===== config.mk =====
export PLATFORM = sky130hd
export DESIGN_NAME = afifo_rd_drain
export DESIGN_NICKNAME = d
export VERILOG_FILES = /design/src/rtl/afifo_rd_drain.sv
export SDC_FILE = /design/constraint.sdc
export NUM_CORES = 1
export LEC_CHECK = 0
export CORE_MARGIN = 2
export CORE_UTILIZATION = 51
export CTS_BUF_LIST = sky130_fd_sc_hd__clkbuf_4 sky130_fd_sc_hd__clkbuf_8
export DETAILED_ROUTE_END_ITERATION = 6
export PLACE_DENSITY_LB_ADDON = 0.08
export RECOVER_POWER = 100
export SYNTH_ARGS = -nofsm -noshare
export SYNTH_HDL_FRONTEND = slang
export SYNTH_SLANG_ARGS = --single-unit

===== constraint.sdc =====
create_clock -name rd_clk -period 2.7 [get_ports rd_clk]
set_clock_uncertainty 0.1 [all_clocks]
set_input_delay 0.54 -clock rd_clk [delete_from_list [all_inputs] [get_ports rd_clk]]
set_output_delay 0.54 -clock rd_clk [all_outputs]
set_load 0.01 [all_outputs]

===== src/rtl/afifo_rd_drain.sv =====
// Read-side drain for the async FIFO: credit-limited read strobes, a 2-entry
// skid buffer that feeds a valid/ready stream, and a flush mode that discards data.
module afifo_rd_drain #(
    parameter int DEEPWID = 3,
    parameter int BITWID  = 8
) (
    input  logic              rd_clk,
    input  logic              rd_rst_n,
    input  logic              en,
    input  logic              flush,
    output logic              fifo_rd,
    input  logic [BITWID-1:0] fifo_rd_dat,
    input  logic              fifo_rd_dat_vld,
    input  logic [DEEPWID:0]  fifo_rd_num,
    output logic              m_valid,
    input  logic              m_ready,
    output logic [BITWID-1:0] m_data,
    output logic              flush_busy,
    output logic [15:0]       word_cnt
);

    typedef enum logic [1:0] {IDLE, RUN, FLUSH} state_t;

    state_t            state, state_nx;
    logic [1:0]        buf_cnt;
    logic [BITWID-1:0] buf0, buf1;
    logic              pop, push, flush_entry, num_nz;
    logic [1:0]        occ_left;

    assign m_valid  = (buf_cnt != 2'd0) && (state != FLUSH);
    assign m_data   = buf0;
    assign pop      = m_valid & m_ready;
    assign push     = fifo_rd_dat_vld && (state != FLUSH);
    assign num_nz   = (fifo_rd_num != '0);
    // Words held or arriving, minus the one leaving this cycle; a new strobe
    // is allowed only if its word will still find a free slot on return.
    assign occ_left = buf_cnt + {1'b0, fifo_rd_dat_vld} - {1'b0, pop};

    always_comb begin
        state_nx = state;
        fifo_rd  = 1'b0;
        case (state)
            IDLE: begin
                if (flush)   state_nx = FLUSH;
                else if (en) state_nx = RUN;
            end
            RUN: begin
                fifo_rd = num_nz && (occ_left <= 2'd1);
                if (flush)    state_nx = FLUSH;
                else if (!en) state_nx = IDLE;
            end
            FLUSH: begin
                fifo_rd = num_nz;
                if (!flush && !num_nz && !fifo_rd_dat_vld && !fifo_rd)
                    state_nx = IDLE;
            end
            default: state_nx = IDLE;
        endcase
    end

    assign flush_entry = (state != FLUSH) && (state_nx == FLUSH);

    always_ff @(posedge rd_clk or negedge rd_rst_n) begin
        if (!rd_rst_n) begin
            state      <= IDLE;
            flush_busy <= 1'b0;
            word_cnt   <= '0;
        end else begin
            state      <= state_nx;
            flush_busy <= (state_nx == FLUSH);
            if (flush_entry)
                word_cnt <= '0;
            else if (pop)
                word_cnt <= word_cnt + 16'd1;
        end
    end

    // buf0 is always the head; a pop shifts buf1 down.
    always_ff @(posedge rd_clk or negedge rd_rst_n) begin
        if (!rd_rst_n) begin
            buf_cnt <= 2'd0;
            buf0    <= '0;
            buf1    <= '0;
        end else if (flush_entry) begin
            buf_cnt <= 2'd0;
        end else begin
            case ({push, pop})
                2'b10: begin
                    if (buf_cnt == 2'd0) begin
                        buf0    <= fifo_rd_dat;
                        buf_cnt <= 2'd1;
                    end else if (buf_cnt == 2'd1) begin
                        buf1    <= fifo_rd_dat;
                        buf_cnt <= 2'd2;
                    end
                end
                2'b01: begin
                    buf0    <= buf1;
                    buf_cnt <= buf_cnt - 2'd1;
                end
                2'b11: begin
                    if (buf_cnt == 2'd1) begin
                        buf0 <= fifo_rd_dat;
                    end else begin
                        buf0 <= buf1;
                        buf1 <= fifo_rd_dat;
                    end
                end
                default: ;
            endcase
        end
    end

endmodule


# Word level (Yosys, flattened, before mapping)

Cells that the tools add are included.

Flip-flop bits (word level): 37
Output and inout port bits: 27

Add/subtract/negate cells: 4
$lt $le $gt $ge: 1
Equality and inequality tests: 12
Muxes and demuxes: 19
Bitwise logic cells: 2
Reductions and logical operators: 21

Operator list:

| operator                                                                         | number |
|---|---|
| 16-bit 2-to-1 mux                                                                | 2 |
| 8-bit 2-to-1 mux                                                                 | 4 |
| 8-bit one-hot mux with 3 select lines                                            | 1 |
| 16-bit by 1-bit adder with 16-bit output, second input constant                  | 1 |
| 2-bit 2-to-1 mux                                                                 | 8 |
| 8-bit one-hot mux with 2 select lines                                            | 1 |
| 2-bit == test, second input constant                                             | 4 |
| 2-bit != test, second input constant                                             | 4 |
| 1-bit logical AND                                                                | 7 |
| 2-bit by 1-bit == test with 1-bit output, second input constant                  | 3 |
| 2-bit one-hot mux with 3 select lines                                            | 1 |
| 2-bit nonzero test                                                               | 3 |
| 3-bit nonzero test                                                               | 2 |
| 2-bit logical NOT                                                                | 2 |
| 4-bit != test, second input constant                                             | 1 |
| 2-bit one-hot mux with 2 select lines                                            | 1 |
| 4-bit AND reduction                                                              | 1 |
| 4-bit nonzero test                                                               | 1 |
| 1-bit logical NOT                                                                | 3 |
| 3-bit AND reduction                                                              | 1 |
| 2-bit by 1-bit adder with 2-bit output                                           | 1 |
| 2-bit by 1-bit less-or-equal comparator with 1-bit output, second input constant | 1 |
| 1-bit one-hot mux with 2 select lines                                            | 1 |
| 2-bit AND reduction                                                              | 1 |
| 4 further kinds                                                                  | 4 |

# Logic depth before layout (Yosys ltp)

Gate-level depths: netlist (run 1).

Depth in word-level cells: 11
Gate-level depth with buffers: 10
Mapped depth without buffers: 8

# Least setup slack after synthesis (run 1)

OpenSTA, ideal clock, no wires.

Kind: reg2out
From: register state[0]
To: output port fifo_rd
Arrival time: 1.850 ns
Required time: 2.060 ns
Path slack: 0.210 ns
Stages on the path, launching flop included: 11
Path buffers: 2
Cells stage by stage: dfrtp_1 > inv_1 > ha_1 > buf_2 > nor3b_2 > buf_4 > ha_1 > nor2_1 > xnor2_1 > a21oi_1 > nor2_1

Word-level cells in the longest chain between the ends: 7

RTL lines:

| element                                                   | line | text |
|---|---|---|
| start, declared                                           | 24   | `state_t state, state_nx;` |
| start signal, assigned                                    | 69   | `state <= state_nx;` |
| 2-bit != test                                             | 30   | `assign m_valid = (buf_cnt != 2'd0) && (state != FLUSH);` |
| 1-bit logical AND                                         | 30   |  |
| 1-bit bitwise AND                                         | 32   | `assign pop = m_valid & m_ready;` |
| 2-bit by 1-bit subtractor with 2-bit output               | 37   | `assign occ_left = buf_cnt + {1'b0, fifo_rd_dat_vld} - {1'b0, pop};` |
| 2-bit by 1-bit less-or-equal comparator with 1-bit output | 48   | `fifo_rd = num_nz && (occ_left <= 2'd1);` |
| 1-bit logical AND                                         | 48   |  |
| 1-bit one-hot mux with 2 select lines *                   | 42   | `case (state)` |
| end, declared                                             | 11   | `output logic fifo_rd,` |

Every way passes the cells marked *; elsewhere a longest branch is shown, timed or not.

# Final worst setup path (run 1)

From: register buf_cnt[0]
To: output port fifo_rd

Word-level cells in the longest chain between the ends: 7

RTL lines:

| element                                                     | line | text |
|---|---|---|
| start, declared                                             | 25   | `logic [1:0] buf_cnt;` |
| start signal, assigned                                      | 99   | `buf_cnt <= buf_cnt - 2'd1;` |
| 2-bit nonzero test                                          | 30   |  |
| 1-bit logical AND                                           | 30   |  |
| 1-bit bitwise AND                                           | 32   |  |
| 2-bit by 1-bit subtractor with 2-bit output *               | 37   |  |
| 2-bit by 1-bit less-or-equal comparator with 1-bit output * | 48   |  |
| 1-bit logical AND *                                         | 48   |  |
| 1-bit one-hot mux with 2 select lines *                     | 42   |  |

Marks and branches as above.

==> qor.yml, run 1 <==
status:
  status: "finished with violations"
  violations: "max-capacitance violations, max-slew violations"
min_path:
  hp-class: "register to register"
place:
  portBuffers: 44
  hpwlAfterDp_mm: 2.939
  place_congestion: 0.8285
cts:
  cts_tree: "yes"
  cts-root-buf: "clkbuf_8"
  cts.sinks: 37
  clk_pin_slew_ns: 0.08
  ctsHtreeMaxLevel: 2
  cts_buffers: 5
  insertion_delay_ns: 0.29
  clk_path_buf_depth: 2
logic_synthesis:
  ys_types: 38
  synth-simple-area-share_pct: 16.87
  synth-adder-area-share_pct: 5.171
  synth_top_area_share_pct: 47.83
  syn_inst: 189
  async_reset_ff_share_pct: 100.0
  synth_edf_count: 0
  ys_ff_latch: 37
  synth_area_per_cell_um2: 10.24
  synth_mux_area_share_pct: 10.41
  synth_top_family_by_area: "simple AND/OR/NAND/NOR gates"
  ys_seq_area_share_pct: 47.83
  ys_top_cells_by_count: "dfrtp_1 (37), nor2_1 (26), nand2_1 (18)"
  synthTopCellsByArea: "dfrtp_1 (48%), xnor2_1 (5.4%), ha_1 (5.2%), mux2i_1 (5.2%), nor2_1 (5.0%)"
  syn_area_mm2: 0.001936
  yosys.area.top_type: "dfrtp_1"
  yosys_warnings: 0
  synthMostInstantiatedCell: "dfrtp_1"
  synth_ff_type: "dfrtp_1"
  synth-xor-area-share_pct: 8.145
  syn_nets: 215
  synth_compound_area_share_pct: 8.662
pwr:
  irDropWorstVdd_mv: 0.6021
  p_leak_nw: 1.262
  power_density_mw_per_mm2: 945.5
  finalPower_mw: 2.507
worst_setup_path:
  path_class: "register to primary output"
  cp.arrival_ns: 1.94
  worst_setup_path_start_kind: "register"
  required_ns: 2.06
  max_stage_delay_ns: 0.38
  crit_chain: "inv_2, ha_4, nor3b_4, ha_4, xor2_2, xnor2_1, a21oi_1, nor2_1, buf_2"
  end_kind: "primary output"
  critPathSlowestCell: "dfrtp_1"
  critPathMaxFanout: 2
  critical_path.most_common_cell: "ha_4"
layout:
  seq_area_um2: 925.9
  nFillCells: 273
  drive_gt1_share_pct: 12.45
  synthToLayoutAreaGrowth_pct: 36.97
  multi_input_area_um2: 993.5
  nNetsFinal: 274
  num_antenna_cells: 0
sta:
  drv_slew: 38
  max_freq_mhz: 388.0
  tightest_slew_ns: 1.939
  whs_ns: 0.3758
  finalHoldViolations: 0
  min_period_ns: 2.577
  maxSlewHeadroom_pct: -29.29
  period_share_pct: 95.46
  setup_violations: 0
die:
  rows: 22
  die-height_um: 65.61
  ios: 45
  die_area_mm2: 0.004304
  start_util_pct: 52.87
  die_w_um: 65.61
  coreArea_mm2: 0.003661
grt:
  grt_max_degree: 38
  grtUsageTotal_pct: 20.77
  grt_pass1_vias: 1521
  grt_pass1_wl_mm: 6.768
  grt-ovfl-total: 0
  antenna_found_initial: 0
route:
  wire_per_inst_um: 13.49
  drt-total-wl_mm: 4.006
  via_per_inst: 5.215
  vias: 1549
  dr.pass1.iters: 4
  ant_nets: 0
  drt_iter0_markers: 110
  post-route-drc-count: 0
job:
  max_cap_violations: 1
[cell type report]
| cell class | instances | area share (%) |
|---|---|---|
| flip-flops and latches | 37 | 34.92 |
| clock buffers | 6 | 3.115 |
| multi-input cells | 139 | 37.47 |
| inverters | 7 | 0.9910 |
| well taps | 48 | 2.265 |
| clock inverters | 2 | 1.416 |
| repair buffers | 58 | 19.82 |
[layer usage]
metal / vias to the layer above / wire length (um) / GRT usage (%) / share of wire, %
li1: 763 / - / - / -
met1: 737 / 1699 / 25.25 / 42
met4: 0 / 90 / 9.115 / 2.2
met3: 8 / 166 / 4.110 / 4.1
met5: - / 0 / 0 / 0
met2: 41 / 2049 / 35.71 / 51
[placed cells by master, fill, tap and decap left out, types with 3 or more instances in the layout]
cell,instances
a21oi_1,3
buf_4,10
clkbuf_1,4
clkbuf_8,6
clkdlybuf4s50_1,16
dfrtp_1,37
dlygate4sd3_1,25
ha_1,5
inv_1,5
mux2_1,8
mux2i_1,10
nand2_1,18
nand3_1,7
nor2_1,25
nor2b_1,4
o21ai_0,12
xnor2_1,12
xor2_1,5
[worst paths after layout]
| path | startpoint | endpoint | slack (ns) | cells past startpoint |
|---|---|---|---|---|
| worst max-delay path | buf_cnt[0] | fifo_rd | 0.12 | 9 |
| worst min-delay path | m_data[2] | m_data[2] | 0.38 | 2 |
| worst max register to register | state[1] | buf1[4] | 0.15 | 9 |
| worst min register to register | m_data[2] | m_data[2] | 0.38 | 2 |
| max in group asynchronous | rd_rst_n | m_data[2] | 0.70 | 1 |
| min in group asynchronous | rd_rst_n | word_cnt[3] | 0.68 | 1 |
[power breakdown]
group          switching [mW]  internal, mW
Sequential             0.0925         0.728
Combinational           0.618         0.566
Clock                   0.202         0.300
[what timing repair did]
item                       CTS  global route
setup endpoints to repair    1             1
pin swaps                    1             4
gates resized for setup      7             8
hold buffers                 0             0
buffers inserted             1             1
[kinds of logic (layout without fill, tap and decap cells)]
family	count (synthesis)	count (layout)
AND/OR/NAND/NOR	68	68
flip-flops	37	37
AO/OA/AOI/OAI	26	26
multiplexers	19	19
XOR/XNOR	18	18
buffers and inverters	13	73
adder cells (fa/ha/maj)	8	8
[critical path: cells and delay by family (launching register included)]
family,cells,cell delay [ns]
AO/OA/AOI/OAI,1,0.09
XOR/XNOR,2,0.27
flip-flops,1,0.38
AND/OR/NAND/NOR,2,0.35
adder cells (fa/ha/maj),2,0.36
buffers and inverters,2,0.21
[registers in the layout, summed over array words and instances, names as in the netlist]
| register | count |
|---|---|
| word_cnt | 16 |
| buf1 | 8 |
| m_data | 8 |
| buf_cnt | 2 |
| state | 2 |
| flush_busy | 1 |
[through the flow]
stage               instance area (um2)  setup TNS [ns]  utilization, %  setup WS [ns]  instances
floorplan                          1936               0               -         0.2104        189
global placement                   2504         -0.3496           68.39        -0.3496        287
detailed placement                 2504         -0.3739           68.39        -0.3739        287
CTS                                2638               0           72.04        0.01896        296
global route                       2651        -0.01580           72.42       -0.01580        297
finish                             2651               0           72.42         0.1226        297
Note: power is estimated with default switching activity, not from simulation.
==> run 2: changes to the inputs <==
--- a/config.mk
+++ b/config.mk
@@ -9,6 +9,7 @@
 export CORE_UTILIZATION = 51
 export CTS_BUF_LIST = sky130_fd_sc_hd__clkbuf_4 sky130_fd_sc_hd__clkbuf_8
 export DETAILED_ROUTE_END_ITERATION = 6
+export HOLD_SLACK_MARGIN = 0.12
 export PLACE_DENSITY_LB_ADDON = 0.08
 export RECOVER_POWER = 100
 export SYNTH_ARGS = -nofsm -noshare
==> results of run 2 <==
Same layout as run 1: the final DEF is identical, and so are final timing and power.
